## config.mk

```make
export PLATFORM = sky130hd
export DESIGN_NAME = mem_access_unit_flat
export DESIGN_NICKNAME = d
export VERILOG_FILES = /design/src/rtl/mem_access_unit_pkg.sv /design/src/rtl/mem_access_unit_if.sv /design/src/rtl/mem_access_unit_mem_lane_align.sv /design/src/rtl/mem_access_unit.sv /design/src/flat_wrapper.sv
export SDC_FILE = /design/constraint.sdc
export NUM_CORES = 1
export LEC_CHECK = 0
export CORE_MARGIN = 2
export CORE_UTILIZATION = 45
export CTS_BUF_LIST = sky130_fd_sc_hd__clkbuf_16
export CTS_CLUSTER_DIAMETER = 50
export DETAILED_ROUTE_END_ITERATION = 8
export PLACE_DENSITY = 0.81
export SYNTH_ARGS = -nofsm -noshare
export SYNTH_HDL_FRONTEND = slang
export SYNTH_SLANG_ARGS = --single-unit
```

## constraint.sdc

```tcl
create_clock -name clk -period 6 [get_ports clk]
set_input_delay 1.5 -clock clk [delete_from_list [all_inputs] [get_ports clk]]
set_output_delay 1.5 -clock clk [all_outputs]
set_load 0.01 [all_outputs]
```

## src/rtl/mem_access_unit_pkg.sv

```systemverilog
// Shared encodings and default widths for the memory-access stage.
// Consumed by mem_access_unit, its interface and the lane-alignment helper.
package mem_access_unit_pkg;

  localparam int DEF_XLEN   = 32;
  localparam int DEF_REG_AW = 5;

  typedef enum logic [1:0] {
    MOP_NONE  = 2'b00,
    MOP_LOAD  = 2'b01,
    MOP_STORE = 2'b10,
    MOP_RSVD  = 2'b11
  } mem_op_e;

  typedef enum logic [1:0] {
    SZ_BYTE = 2'b00,
    SZ_HALF = 2'b01,
    SZ_WORD = 2'b10,
    SZ_RSVD = 2'b11
  } mem_size_e;

  typedef enum logic {
    ST_IDLE   = 1'b0,
    ST_ACCESS = 1'b1
  } mau_state_e;

  // Half needs addr[0]=0; word (and the reserved size, handled as word) needs addr[1:0]=0.
  function automatic logic is_misaligned(input logic [1:0] size, input logic [1:0] addr_lo);
    logic bad;
    bad = 1'b0;
    if (size == SZ_HALF) begin
      bad = addr_lo[0];
    end else if (size != SZ_BYTE) begin
      bad = (addr_lo != 2'b00);
    end
    return bad;
  endfunction

endpackage

```

## src/rtl/mem_access_unit_if.sv

```systemverilog
// Bundle of execute-side, data-memory and write-back signals of the memory-access stage.
// slave: the stage itself; master: its environment (execute, memory, write-back).
interface mem_access_unit_if #(
  parameter int XLEN   = mem_access_unit_pkg::DEF_XLEN,
  parameter int REG_AW = mem_access_unit_pkg::DEF_REG_AW
);

  logic              ex_valid;
  logic              ex_ready;
  logic [1:0]        ex_mem_op;
  logic [1:0]        ex_size;
  logic              ex_unsigned;
  logic [XLEN-1:0]   ex_result;
  logic [XLEN-1:0]   ex_store_data;
  logic [REG_AW-1:0] ex_rd_addr;
  logic              ex_reg_write_en;

  logic              dmem_req;
  logic              dmem_we;
  logic [XLEN-1:0]   dmem_addr;
  logic [3:0]        dmem_be;
  logic [XLEN-1:0]   dmem_wdata;
  logic              dmem_ack;
  logic [XLEN-1:0]   dmem_rdata;

  logic              wb_valid;
  logic              reg_write_en;
  logic [XLEN-1:0]   exe_result;
  logic [REG_AW-1:0] rd_addr;
  logic              from_mem;
  logic [REG_AW-1:0] store_data_to;
  logic [XLEN-1:0]   read_data;
  logic              misalign_err;

  modport slave (
    input  ex_valid, ex_mem_op, ex_size, ex_unsigned, ex_result, ex_store_data,
           ex_rd_addr, ex_reg_write_en, dmem_ack, dmem_rdata,
    output ex_ready, dmem_req, dmem_we, dmem_addr, dmem_be, dmem_wdata,
           wb_valid, reg_write_en, exe_result, rd_addr, from_mem, store_data_to,
           read_data, misalign_err
  );

  modport master (
    output ex_valid, ex_mem_op, ex_size, ex_unsigned, ex_result, ex_store_data,
           ex_rd_addr, ex_reg_write_en, dmem_ack, dmem_rdata,
    input  ex_ready, dmem_req, dmem_we, dmem_addr, dmem_be, dmem_wdata,
           wb_valid, reg_write_en, exe_result, rd_addr, from_mem, store_data_to,
           read_data, misalign_err
  );

endinterface

```

## src/rtl/mem_access_unit_mem_lane_align.sv

```systemverilog
// Little-endian lane steering: byte enables and replicated store data for the
// request, and lane extraction with sign/zero extension for returned load words.
module mem_lane_align
  import mem_access_unit_pkg::*;
#(
  parameter int XLEN = DEF_XLEN
) (
  input  logic [1:0]      size_i,
  input  logic            unsigned_i,
  input  logic [1:0]      addr_lo_i,
  input  logic [XLEN-1:0] store_data_i,
  input  logic [XLEN-1:0] rdata_i,
  output logic [3:0]      be_o,
  output logic [XLEN-1:0] wdata_o,
  output logic [XLEN-1:0] load_data_o
);

  logic [7:0]  lane [4];
  logic [7:0]  byte_sel;
  logic [15:0] half_sel;

  genvar gi;
  generate
    for (gi = 0; gi < 4; gi++) begin : g_lane
      assign lane[gi] = rdata_i[8*gi +: 8];
    end
  endgenerate

  always_comb begin
    byte_sel    = lane[addr_lo_i];
    half_sel    = {lane[{addr_lo_i[1], 1'b1}], lane[{addr_lo_i[1], 1'b0}]};
    be_o        = 4'hF;
    wdata_o     = store_data_i;
    load_data_o = rdata_i;
    case (size_i)
      SZ_BYTE: begin
        be_o        = 4'b0001 << addr_lo_i;
        wdata_o     = {(XLEN/8){store_data_i[7:0]}};
        load_data_o = {{(XLEN-8){byte_sel[7] & ~unsigned_i}}, byte_sel};
      end
      SZ_HALF: begin
        // addr[0] is deliberately ignored: a half always sits in lane pair 0/1 or 2/3
        be_o        = 4'b0011 << {addr_lo_i[1], 1'b0};
        wdata_o     = {(XLEN/16){store_data_i[15:0]}};
        load_data_o = {{(XLEN-16){half_sel[15] & ~unsigned_i}}, half_sel};
      end
      default: begin
        be_o        = 4'hF;
        wdata_o     = store_data_i;
        load_data_o = rdata_i;
      end
    endcase
  end

endmodule

```

## src/rtl/mem_access_unit.sv

```systemverilog
// Memory-access pipeline stage: one instruction at a time, optional load/store over a
// req/ack port, registered write-back bundle. MEM_ALIGN_CHECK_EN enables misalignment trapping.
module mem_access_unit
  import mem_access_unit_pkg::*;
#(
  parameter int XLEN   = DEF_XLEN,
  parameter int REG_AW = DEF_REG_AW
) (
  input  logic              clk,
  input  logic              rst,
  mem_access_unit_if.slave  bus
);

  mau_state_e        state_q, state_d;

  logic              is_store_q, is_store_d;
  logic [1:0]        size_q, size_d;
  logic              uns_q, uns_d;
  logic [XLEN-1:0]   addr_q, addr_d;
  logic [XLEN-1:0]   sdata_q, sdata_d;
  logic [REG_AW-1:0] rd_q, rd_d;
  logic              rd_we_q, rd_we_d;

  logic              wb_valid_q, wb_valid_d;
  logic              reg_write_en_q, reg_write_en_d;
  logic [XLEN-1:0]   exe_result_q, exe_result_d;
  logic [REG_AW-1:0] rd_addr_q, rd_addr_d;
  logic              from_mem_q, from_mem_d;
  logic [REG_AW-1:0] store_data_to_q, store_data_to_d;
  logic [XLEN-1:0]   read_data_q, read_data_d;
`ifdef MEM_ALIGN_CHECK_EN
  logic              misalign_q, misalign_d;
`endif

  logic [3:0]        lane_be;
  logic [XLEN-1:0]   lane_wdata;
  logic [XLEN-1:0]   lane_load;
  logic              access_active;

  mem_lane_align #(.XLEN(XLEN)) u_lane_align (
    .size_i       (size_q),
    .unsigned_i   (uns_q),
    .addr_lo_i    (addr_q[1:0]),
    .store_data_i (sdata_q),
    .rdata_i      (bus.dmem_rdata),
    .be_o         (lane_be),
    .wdata_o      (lane_wdata),
    .load_data_o  (lane_load)
  );

  always_comb begin
    state_d         = state_q;
    is_store_d      = is_store_q;
    size_d          = size_q;
    uns_d           = uns_q;
    addr_d          = addr_q;
    sdata_d         = sdata_q;
    rd_d            = rd_q;
    rd_we_d         = rd_we_q;
    wb_valid_d      = 1'b0;
    reg_write_en_d  = reg_write_en_q;
    exe_result_d    = exe_result_q;
    rd_addr_d       = rd_addr_q;
    from_mem_d      = from_mem_q;
    store_data_to_d = store_data_to_q;
    read_data_d     = read_data_q;
`ifdef MEM_ALIGN_CHECK_EN
    misalign_d      = 1'b0;
`endif

    case (state_q)
      ST_IDLE: begin
        if (bus.ex_valid) begin
          is_store_d = (bus.ex_mem_op == MOP_STORE);
          size_d     = bus.ex_size;
          uns_d      = bus.ex_unsigned;
          addr_d     = bus.ex_result;
          sdata_d    = bus.ex_store_data;
          rd_d       = bus.ex_rd_addr;
          rd_we_d    = bus.ex_reg_write_en;
          if (bus.ex_mem_op == MOP_LOAD || bus.ex_mem_op == MOP_STORE) begin
`ifdef MEM_ALIGN_CHECK_EN
            if (is_misaligned(bus.ex_size, bus.ex_result[1:0])) begin
              wb_valid_d     = 1'b1;
              misalign_d     = 1'b1;
              reg_write_en_d = 1'b0;
              from_mem_d     = 1'b0;
            end else begin
              state_d = ST_ACCESS;
            end
`else
            state_d = ST_ACCESS;
`endif
          end else begin
            // Reserved op code behaves exactly like "none": plain ALU write-back
            wb_valid_d     = 1'b1;
            reg_write_en_d = bus.ex_reg_write_en;
            exe_result_d   = bus.ex_result;
            rd_addr_d      = bus.ex_rd_addr;
            from_mem_d     = 1'b0;
          end
        end
      end

      ST_ACCESS: begin
        if (bus.dmem_ack) begin
          state_d        = ST_IDLE;
          wb_valid_d     = 1'b1;
          reg_write_en_d = 1'b0;
          if (is_store_q) begin
            from_mem_d = 1'b0;
          end else begin
            from_mem_d      = rd_we_q;
            store_data_to_d = rd_q;
            read_data_d     = lane_load;
          end
        end
      end

      default: state_d = ST_IDLE;
    endcase
  end

  always_ff @(posedge clk or posedge rst) begin
    if (rst) begin
      state_q         <= ST_IDLE;
      is_store_q      <= 1'b0;
      size_q          <= 2'b00;
      uns_q           <= 1'b0;
      addr_q          <= '0;
      sdata_q         <= '0;
      rd_q            <= '0;
      rd_we_q         <= 1'b0;
      wb_valid_q      <= 1'b0;
      reg_write_en_q  <= 1'b0;
      exe_result_q    <= '0;
      rd_addr_q       <= '0;
      from_mem_q      <= 1'b0;
      store_data_to_q <= '0;
      read_data_q     <= '0;
    end else begin
      state_q         <= state_d;
      is_store_q      <= is_store_d;
      size_q          <= size_d;
      uns_q           <= uns_d;
      addr_q          <= addr_d;
      sdata_q         <= sdata_d;
      rd_q            <= rd_d;
      rd_we_q         <= rd_we_d;
      wb_valid_q      <= wb_valid_d;
      reg_write_en_q  <= reg_write_en_d;
      exe_result_q    <= exe_result_d;
      rd_addr_q       <= rd_addr_d;
      from_mem_q      <= from_mem_d;
      store_data_to_q <= store_data_to_d;
      read_data_q     <= read_data_d;
    end
  end

`ifdef MEM_ALIGN_CHECK_EN
  always_ff @(posedge clk or posedge rst) begin
    if (rst) begin
      misalign_q <= 1'b0;
    end else begin
      misalign_q <= misalign_d;
    end
  end
  assign bus.misalign_err = misalign_q;
`else
  assign bus.misalign_err = 1'b0;
`endif

  // Request fields are decoded straight from state so reset drops dmem_req without a clock
  assign access_active   = (state_q == ST_ACCESS);
  assign bus.ex_ready    = (state_q == ST_IDLE);
  assign bus.dmem_req    = access_active;
  assign bus.dmem_we     = access_active & is_store_q;
  assign bus.dmem_addr   = access_active ? {addr_q[XLEN-1:2], 2'b00} : '0;
  assign bus.dmem_be     = access_active ? lane_be : 4'h0;
  assign bus.dmem_wdata  = access_active ? lane_wdata : '0;

  assign bus.wb_valid      = wb_valid_q;
  assign bus.reg_write_en  = reg_write_en_q;
  assign bus.exe_result    = exe_result_q;
  assign bus.rd_addr       = rd_addr_q;
  assign bus.from_mem      = from_mem_q;
  assign bus.store_data_to = store_data_to_q;
  assign bus.read_data     = read_data_q;

endmodule

```

## src/flat_wrapper.sv

```systemverilog
// flat-port wrapper written by rule: the top's interface ports become plain ports
module mem_access_unit_flat import mem_access_unit_pkg::*;
#(
  parameter int XLEN   = DEF_XLEN,
  parameter int REG_AW = DEF_REG_AW
)
  (clk, rst, bus_ex_valid, bus_ex_mem_op, bus_ex_size, bus_ex_unsigned, bus_ex_result, bus_ex_store_data, bus_ex_rd_addr, bus_ex_reg_write_en, bus_dmem_ack, bus_dmem_rdata, bus_ex_ready, bus_dmem_req, bus_dmem_we, bus_dmem_addr, bus_dmem_be, bus_dmem_wdata, bus_wb_valid, bus_reg_write_en, bus_exe_result, bus_rd_addr, bus_from_mem, bus_store_data_to, bus_read_data, bus_misalign_err);
  mem_access_unit_if #(.XLEN(XLEN), .REG_AW(REG_AW)) bus_i ();
  input  logic clk;
  input  logic rst;
  input wire logic [$bits(bus_i.ex_valid)-1:0] bus_ex_valid;
  input wire logic [$bits(bus_i.ex_mem_op)-1:0] bus_ex_mem_op;
  input wire logic [$bits(bus_i.ex_size)-1:0] bus_ex_size;
  input wire logic [$bits(bus_i.ex_unsigned)-1:0] bus_ex_unsigned;
  input wire logic [$bits(bus_i.ex_result)-1:0] bus_ex_result;
  input wire logic [$bits(bus_i.ex_store_data)-1:0] bus_ex_store_data;
  input wire logic [$bits(bus_i.ex_rd_addr)-1:0] bus_ex_rd_addr;
  input wire logic [$bits(bus_i.ex_reg_write_en)-1:0] bus_ex_reg_write_en;
  input wire logic [$bits(bus_i.dmem_ack)-1:0] bus_dmem_ack;
  input wire logic [$bits(bus_i.dmem_rdata)-1:0] bus_dmem_rdata;
  output wire logic [$bits(bus_i.ex_ready)-1:0] bus_ex_ready;
  output wire logic [$bits(bus_i.dmem_req)-1:0] bus_dmem_req;
  output wire logic [$bits(bus_i.dmem_we)-1:0] bus_dmem_we;
  output wire logic [$bits(bus_i.dmem_addr)-1:0] bus_dmem_addr;
  output wire logic [$bits(bus_i.dmem_be)-1:0] bus_dmem_be;
  output wire logic [$bits(bus_i.dmem_wdata)-1:0] bus_dmem_wdata;
  output wire logic [$bits(bus_i.wb_valid)-1:0] bus_wb_valid;
  output wire logic [$bits(bus_i.reg_write_en)-1:0] bus_reg_write_en;
  output wire logic [$bits(bus_i.exe_result)-1:0] bus_exe_result;
  output wire logic [$bits(bus_i.rd_addr)-1:0] bus_rd_addr;
  output wire logic [$bits(bus_i.from_mem)-1:0] bus_from_mem;
  output wire logic [$bits(bus_i.store_data_to)-1:0] bus_store_data_to;
  output wire logic [$bits(bus_i.read_data)-1:0] bus_read_data;
  output wire logic [$bits(bus_i.misalign_err)-1:0] bus_misalign_err;
  assign bus_i.ex_valid = bus_ex_valid;
  assign bus_i.ex_mem_op = bus_ex_mem_op;
  assign bus_i.ex_size = bus_ex_size;
  assign bus_i.ex_unsigned = bus_ex_unsigned;
  assign bus_i.ex_result = bus_ex_result;
  assign bus_i.ex_store_data = bus_ex_store_data;
  assign bus_i.ex_rd_addr = bus_ex_rd_addr;
  assign bus_i.ex_reg_write_en = bus_ex_reg_write_en;
  assign bus_i.dmem_ack = bus_dmem_ack;
  assign bus_i.dmem_rdata = bus_dmem_rdata;
  assign bus_ex_ready = bus_i.ex_ready;
  assign bus_dmem_req = bus_i.dmem_req;
  assign bus_dmem_we = bus_i.dmem_we;
  assign bus_dmem_addr = bus_i.dmem_addr;
  assign bus_dmem_be = bus_i.dmem_be;
  assign bus_dmem_wdata = bus_i.dmem_wdata;
  assign bus_wb_valid = bus_i.wb_valid;
  assign bus_reg_write_en = bus_i.reg_write_en;
  assign bus_exe_result = bus_i.exe_result;
  assign bus_rd_addr = bus_i.rd_addr;
  assign bus_from_mem = bus_i.from_mem;
  assign bus_store_data_to = bus_i.store_data_to;
  assign bus_read_data = bus_i.read_data;
  assign bus_misalign_err = bus_i.misalign_err;
  mem_access_unit #(.XLEN(XLEN), .REG_AW(REG_AW)) u_core (.clk(clk), .rst(rst), .bus(bus_i));
endmodule
```

# Word level (Yosys, flattened, before mapping)
# Index checks and enable logic that the tools add are counted.
# Widths: inputs -> output; s select.
# classes
order_cmp	3
n_eq_ne	6
n_shift	2
muxes	32
n_bitwise	10
n_reduce_logical	6
# op_table
op	n
$pmux 32 s2	2
$mux 32	2
$bmux 8 s2	3
$mux 8	6
$mux 1	13
$ge 3x3->1 const B	3
$not 2->3	3
$reduce_and 3->1	3
$pmux 1 s2	4
$pmux 4 s2	1
$ne 2x2->1 const B	3
$eq 2x1->1 const B	2
$mux 4	1
$not 1->1	4
$shl 1x2->4 const A	1
$shl 2x2->4 const A	1
$and 1x1->1	3
$eq 2x2->1 const B	1
$logic_not 2->1	1
$reduce_and 2->1	1
$logic_or 1x1->1	1
# totals
ff_bits	152
in_bits	111
output_inout_bits	149
word_cells	74

# Logic depth before layout (Yosys ltp)
# Gate-level depths: netlist of the first run.
# depth
depth_word	6
ltp_mapped	7
mapped_depth_nobuf	5

# By module
# A second synthesis of the first run with hierarchy kept.
# hier_totals
cells_unflattened	567
hier_area_um2	7422.1
# by_module_without_submodules
mod	instances	cells_per_inst	area_per_inst_um2
mem_access_unit	1	410	6322.3
mem_lane_align	1	157	1099.8

# Worst setup path before layout of the first run
# Ideal clock, no wire load.
# synth_path
kind	register to output
start	register u_core.size_q[0]
end	output bus_dmem_wdata[10]
arrival_time_ps	1285
path_slack_ps	3215
path_stages_with_launch	6
n_path_buf	2
path_cell_list	dfrtp_1 > buf_4 > buf_2 > nor2_1 > nand2_1 > a21oi_1
# synth_between
elab_chain_cells	3
word_cells_on_any_way	4
cone_classes	1 x eq/ne; 2 x mux; 1 x reduce/logical
# synth_rtl
item	line_no	rtl
start, declared	mem_access_unit.sv:17	logic [1:0] size_q, size_d;
start signal, assigned	mem_access_unit.sv:144	size_q <= size_d;
$eq 2x1->1 or $logic_not 2->1 (tied branches)	mem_access_unit_mem_lane_align.sv:35	case (size_i)
$pmux 32 s2 *	mem_access_unit_mem_lane_align.sv:35	
$mux 32 *	mem_access_unit.sv:180	assign bus.dmem_wdata = access_active ? lane_wdata : '0;
end, declared	flat_wrapper.sv:26	output wire logic [$bits(bus_i.dmem_wdata)-1:0] bus_dmem_wdata;
# Every way passes the cells marked *; elsewhere a longest branch is shown, timed or not.

# Worst setup path in the final report of the first run
# layout_path
start	register u_core.size_q[1]
end	output bus_dmem_wdata[8]
# The elaborated chain is that of the path after synthesis.

==> flow_summary.toml, run 1 <==
[run_status]
status = "finished clean"

[routing]
num_vias = 5637
antenna_left = 0
wl_mm = 19.9
via_per_inst = 5.36
drt-pass1-iter-count = 5
drt_drc_violations_left = 0
drt-wirelength-per-cell_um = 18.9
drt_iter0_drc = 377

[clock_tree]
cts_tree = "built"
cts-root-buf = "clkbuf_16"
post-cts-setup-buffer-count = 0
clockBufferDepth = 2
cts.sinks = 152
clk_latency_ns = 0.42
cts.clk_slew.worst_paths_ns = 0.06
cts_buffers = 17
htree_levels = 4
ctsHoldBuffers = 0
cts_resized = 0

[global_routing]
grtUsageTotal = 0.242
grt_antenna_before_repair = 0
grt_pass1_vias = 6013
grt_pass1_wl_mm = 31.3
grt_max_degree = 89
grt-ovfl-total = 0

[final_layout]
fill_cells = 1121
layout-drive-gt1-share = 0.204
utilization = 0.673
diodes = 0
area_growth_pct = 45.3
finalInstanceArea_um2 = 10300
layout.nets = 939

[sta]
setup-tns-final_ns = 0
fmax_ghz = 0.234
setup_viol = 0
skew_ns = 0.0104
finalMaxSlewViolations = 0
rsz0062_at_grt = "no"
maxSlewHeadroom = 0.147
post-route-min-period_ns = 4.28
period_share = 0.714
hold_viol = 0
holdWs_ns = 0.468
worstMarginPinSlew_ns = 1.28

[synthesis]
synthTopCellsByCount = "dfrtp_1, mux2_2, and2_1, nor2_1"
async_reset_ff_frac = 1.00
synth_warnings = 0
synth_top_cells_by_area = "dfrtp_1, mux2_2, and2_1, mux2i_1, a21oi_1"
synth_seq_cells = 152
syn-cell-area_um2 = 7060
avgSynthCellArea_um2 = 12.0
synthCells = 590
synth_edf_count = 0
synth_top_area_share = 0.539
synth-seq-area-share = 0.539
synth.most_common_cell = "dfrtp_1"
netlist-cell-type-count = 40
synthFlopType = "dfrtp_1"
yosysTopAreaCell = "dfrtp_1"

[worst_hold_path]
hold_path.class = "reg2reg"

[die]
ios = 260
rows = 45
fp.dieW_um = 129
die_area_um2 = 16700
die_h_um = 129
start_util = 0.463
core_um2 = 15300

[run]
cap_violations = 0

[power]
worst_ir_drop_vdd_mv = 0.210
p_leak_nw = 4.24
power_density_nw_per_um2 = 392
fin_total_pwr_w = 0.00403

[placement]
dpl.hpwl_mm = 14.0
place_area_um2 = 9710
gp_congestion = 0.837
portBuffers = 256

[setup_path]
crit_type = "reg2out"
start_kind = "flop"
endpoint_kind = "output pin"
cp_max_fo = 59
critical_path_arrival_ns = 2.78
required_ns = 4.50
-- worst max-delay path, cell delays in order (launching register included) --
cell	delay [ns]
dfrtp_2	0.82
nor2_1	0.64
nand2_1	0.13
a21oi_1	0.19
clkdlybuf4s50_1	0.58
-- path summary, 6_finish.rpt --
check,from,endpoint,slack (ns),cells after the start
min in group asynchronous,rst,u_core.bus.exe_result[10],1.61,2
max reg2reg,u_core.bus.dmem_req,u_core.bus.read_data[15],3.53,5
max,u_core.size_q[1],bus_dmem_wdata[8],1.72,4
min,u_core.rd_q[0],u_core.bus.store_data_to[0],0.47,2
max in group asynchronous,rst,u_core.sdata_q[7],3.36,3
min reg2reg,u_core.rd_q[0],u_core.bus.store_data_to[0],0.47,2
-- registers in the layout (all words and copies together), names as in the netlist, 2 cells and up --
signal,count
u_core.addr_q,32
u_core.size_q,2
u_core.rd_q,5
u_core.sdata_q,32
u_core.bus.store_data_to,5
u_core.bus.rd_addr,5
u_core.bus.read_data,32
u_core.bus.exe_result,32
-- where the power goes --
group | total (W) | switching [W] | internal (W) | leakage (nW)
sequential | 0.00156 | 0.000233 | 0.00133 | 1.80
combinational | 0.00146 | 0.000608 | 0.000857 | 2.17
clock | 0.000998 | 0.000429 | 0.000569 | 0.266
-- cells by family after synthesis --
family	after synthesis	share of synthesized area
adders and majority gates	1	0.00177
other	1	0.000531
muxes	135	0.215
and+or+nand+nor	131	0.0912
DFF	152	0.539
buffers and inverters	54	0.0400
AOI/OAI and AO/OA	116	0.113
-- routing by layer --
metal	track usage	vias to the layer above	part of all wire
met2	0.400	248	0.48
met5	0	-	0
met1	0.292	2787	0.40
li1	-	2556	-
met3	0.0727	46	0.085
met4	0.109	0	0.030
-- metrics by stage --
stage,setup slack (ns),instances
after floorplan,0.407,592
after global placement,2.27,1019
after detailed placement,2.18,1019
after CTS,1.75,1051
after global routing,1.56,1051
final,1.72,1051
-- final cells by class --
class	count	area, µm²	share of cell area
clock buffers	17	425	0.0414
inverters	7	31.3	0.00305
repair buffers	263	2620	0.255
clock inverters	15	128	0.0124
multi-input cells	386	3000	0.292
well taps	211	264	0.0257
flip-flops and latches	152	3800	0.371
-- layout by cell type, fill, tap and decap left out, types with 2 or more instances in the layout --
cell | netlist | layout
dfrtp_1 | 152 | 151
nand2b_1 | 3 | 3
clkinvlp_4 | 0 | 2
inv_6 | 0 | 3
clkdlybuf4s50_1 | 0 | 256
clkinv_4 | 0 | 5
clkbuf_16 | 0 | 17
a32oi_1 | 7 | 7
buf_4 | 6 | 7
o21ai_2 | 10 | 10
nor2_1 | 37 | 36
mux2i_1 | 20 | 20
a22o_1 | 8 | 8
o211ai_1 | 14 | 14
mux2_4 | 6 | 6
nor2b_1 | 3 | 2
and2_1 | 39 | 39
clkinv_2 | 0 | 2
nand3_1 | 7 | 7
conb_1 | 1 | 3
mux2_1 | 2 | 2
inv_1 | 6 | 5
o21ai_0 | 21 | 21
clkinv_1 | 0 | 3
o22a_1 | 7 | 7
mux2_2 | 107 | 107
nand2_1 | 36 | 35
a221o_1 | 7 | 7
a21oi_1 | 36 | 36
No activity file was read; power rests on OpenSTA's default activity.
==> run 2: changes to the inputs <==
--- a/config.mk
+++ b/config.mk
@@ -6,11 +6,11 @@
 export NUM_CORES = 1
 export LEC_CHECK = 0
 export CORE_MARGIN = 2
-export CORE_UTILIZATION = 45
+export CORE_UTILIZATION = 41
 export CTS_BUF_LIST = sky130_fd_sc_hd__clkbuf_16
 export CTS_CLUSTER_DIAMETER = 50
 export DETAILED_ROUTE_END_ITERATION = 8
-export PLACE_DENSITY = 0.81
+export PLACE_DENSITY = 0.78
 export SYNTH_ARGS = -nofsm -noshare
 export SYNTH_HDL_FRONTEND = slang
 export SYNTH_SLANG_ARGS = --single-unit
==> constraint.sdc (replaced) <==
create_clock -name clk -period 3.8 [get_ports clk]
set_input_delay 0.95 -clock clk [delete_from_list [all_inputs] [get_ports clk]]
set_output_delay 0.95 -clock clk [all_outputs]
set_load 0.01 [all_outputs]
==> run 2 against run 1 <==
Net effect: hold slack better by 0.0027 ns; sequential power grew 58%; final area is 1.4% higher; die area up 9.4%; global-route usage decreased by 1.4 points; flip-flop and latch count stayed put; sequential share of layout area decreased by 0.52 points; combinational power rose by 60%.
==> flow_summary.toml, run 2 (synthesis results as in run 1) <==
[sta]
post-route-min-period_ns = 3.43
hold_viol = 0
worstMarginPinSlew_ns = 0.999
finalMaxSlewViolations = 0
holdWs_ns = 0.470
maxSlewHeadroom = 0.333
fmax_ghz = 0.292
period_share = 0.903
rsz0062_at_grt = "no"
setup-tns-final_ns = 0
skew_ns = 0.0104
setup_viol = 0

[die]
core_um2 = 16700
ios = 260
rows = 47
die_h_um = 135
die_area_um2 = 18300
start_util = 0.423
fp.dieW_um = 135

[clock_tree]
cts_resized = 0
cts_buffers = 17
cts.sinks = 152
clk_latency_ns = 0.43
cts.clk_slew.worst_paths_ns = 0.07
clockBufferDepth = 2
cts-root-buf = "clkbuf_16"
ctsHoldBuffers = 0
htree_levels = 4
post-cts-setup-buffer-count = 0
cts_tree = "built"

[routing]
via_per_inst = 5.23
drt_drc_violations_left = 0
drt_iter0_drc = 290
drt-pass1-iter-count = 5
drt-wirelength-per-cell_um = 19.1
antenna_left = 0
num_vias = 5575
wl_mm = 20.4

[placement]
portBuffers = 256
gp_congestion = 0.848
place_area_um2 = 9800
dpl.hpwl_mm = 14.3

[global_routing]
grt-ovfl-total = 0
grt_max_degree = 79
grt_antenna_before_repair = 1
grt_pass1_vias = 5850
grt_pass1_wl_mm = 32.1
grtUsageTotal = 0.228

[worst_hold_path]
hold_path.class = "reg2reg"

[run]
cap_violations = 0

[power]
power_density_nw_per_um2 = 627
worst_ir_drop_vdd_mv = 0.468
p_leak_nw = 4.31

[final_layout]
layout_common_cells = "clkdlybuf4s50_1, dfrtp_1, mux2_2, and2_1"
final_common_cell = "clkdlybuf4s50_1"
layout-drive-gt1-share = 0.212
finalInstanceArea_um2 = 10400
layout.nets = 945
area_growth_pct = 47.4
diodes = 0
utilization = 0.623

[setup_path]
start_kind = "flop"
required_ns = 2.85
cp_max_fo = 36
r2r_setup_slack_ns = 1.50
endpoint_kind = "output pin"
critical_path_arrival_ns = 2.48
crit_type = "reg2out"

[run_status]
status = "finished clean"
## run 2: power breakdown
| part | internal (W) | switching [W] |
|---|---|---|
| Sequential | 0.00210 | 0.000357 |
| Clock | 0.000948 | 0.000786 |
| Combinational | 0.00136 | 0.000971 |
## run 2: per-stage QoR
stage / total power [W] / setup WS [ns] / instances
3_3_place_gp: 0.00478 / 0.820 / 1034
6_report: 0.00652 / 0.370 / 1066
2_1_floorplan: 0.00354 / 0.933 / 592
5_1_grt: 0.00687 / 0.217 / 1066
4_1_cts: 0.00658 / 0.364 / 1066
3_5_place_dp: 0.00481 / 0.841 / 1034
## run 2: worst paths after layout
kind | startpoint | to | cells past startpoint
worst max-delay path | u_core.size_q[1] | bus_dmem_wdata[13] | 4
worst min-delay path | u_core.rd_q[4] | u_core.bus.store_data_to[4] | 2
worst max register to register | u_core.bus.dmem_req | u_core.bus.read_data[23] | 5
worst min register to register | u_core.rd_q[4] | u_core.bus.store_data_to[4] | 2
max in group asynchronous | rst | u_core.size_q[0] | 3
min in group asynchronous | rst | u_core.bus.read_data[11] | 2
## run 2: layer usage
| metal | part of all wire | wire length (µm) | GRT usage | up-vias |
|---|---|---|---|---|
| met1 | 0.41 | 8410 | 0.283 | 2764 |
| met2 | 0.48 | 9790 | 0.365 | 214 |
| met3 | 0.092 | 1880 | 0.0965 | 20 |
| li1 | - | - | - | 2575 |
| met4 | 0.014 | 282 | 0.0666 | 2 |
| met5 | 0.00064 | 13 | 0 | - |
## run 2: final cells by class
| type | count | area [µm²] |
|---|---|---|
| Tap cell | 220 | 275 |
| Sequential cell | 152 | 3800 |
| Clock inverter | 15 | 180 |
| Clock buffer | 17 | 425 |
| Multi-Input combinational cell | 386 | 3000 |
| Fill cell | 1363 | 6290 |
| Inverter | 7 | 30.0 |
| Timing Repair Buffer | 269 | 2700 |
## run 2: worst max-delay path, stage by stage, from the launching register on
cell	delay, ns
dfrtp_2	0.67
nor2_1	0.50
nand2_1	0.10
a21oi_1	0.19
clkdlybuf4s50_1	0.58
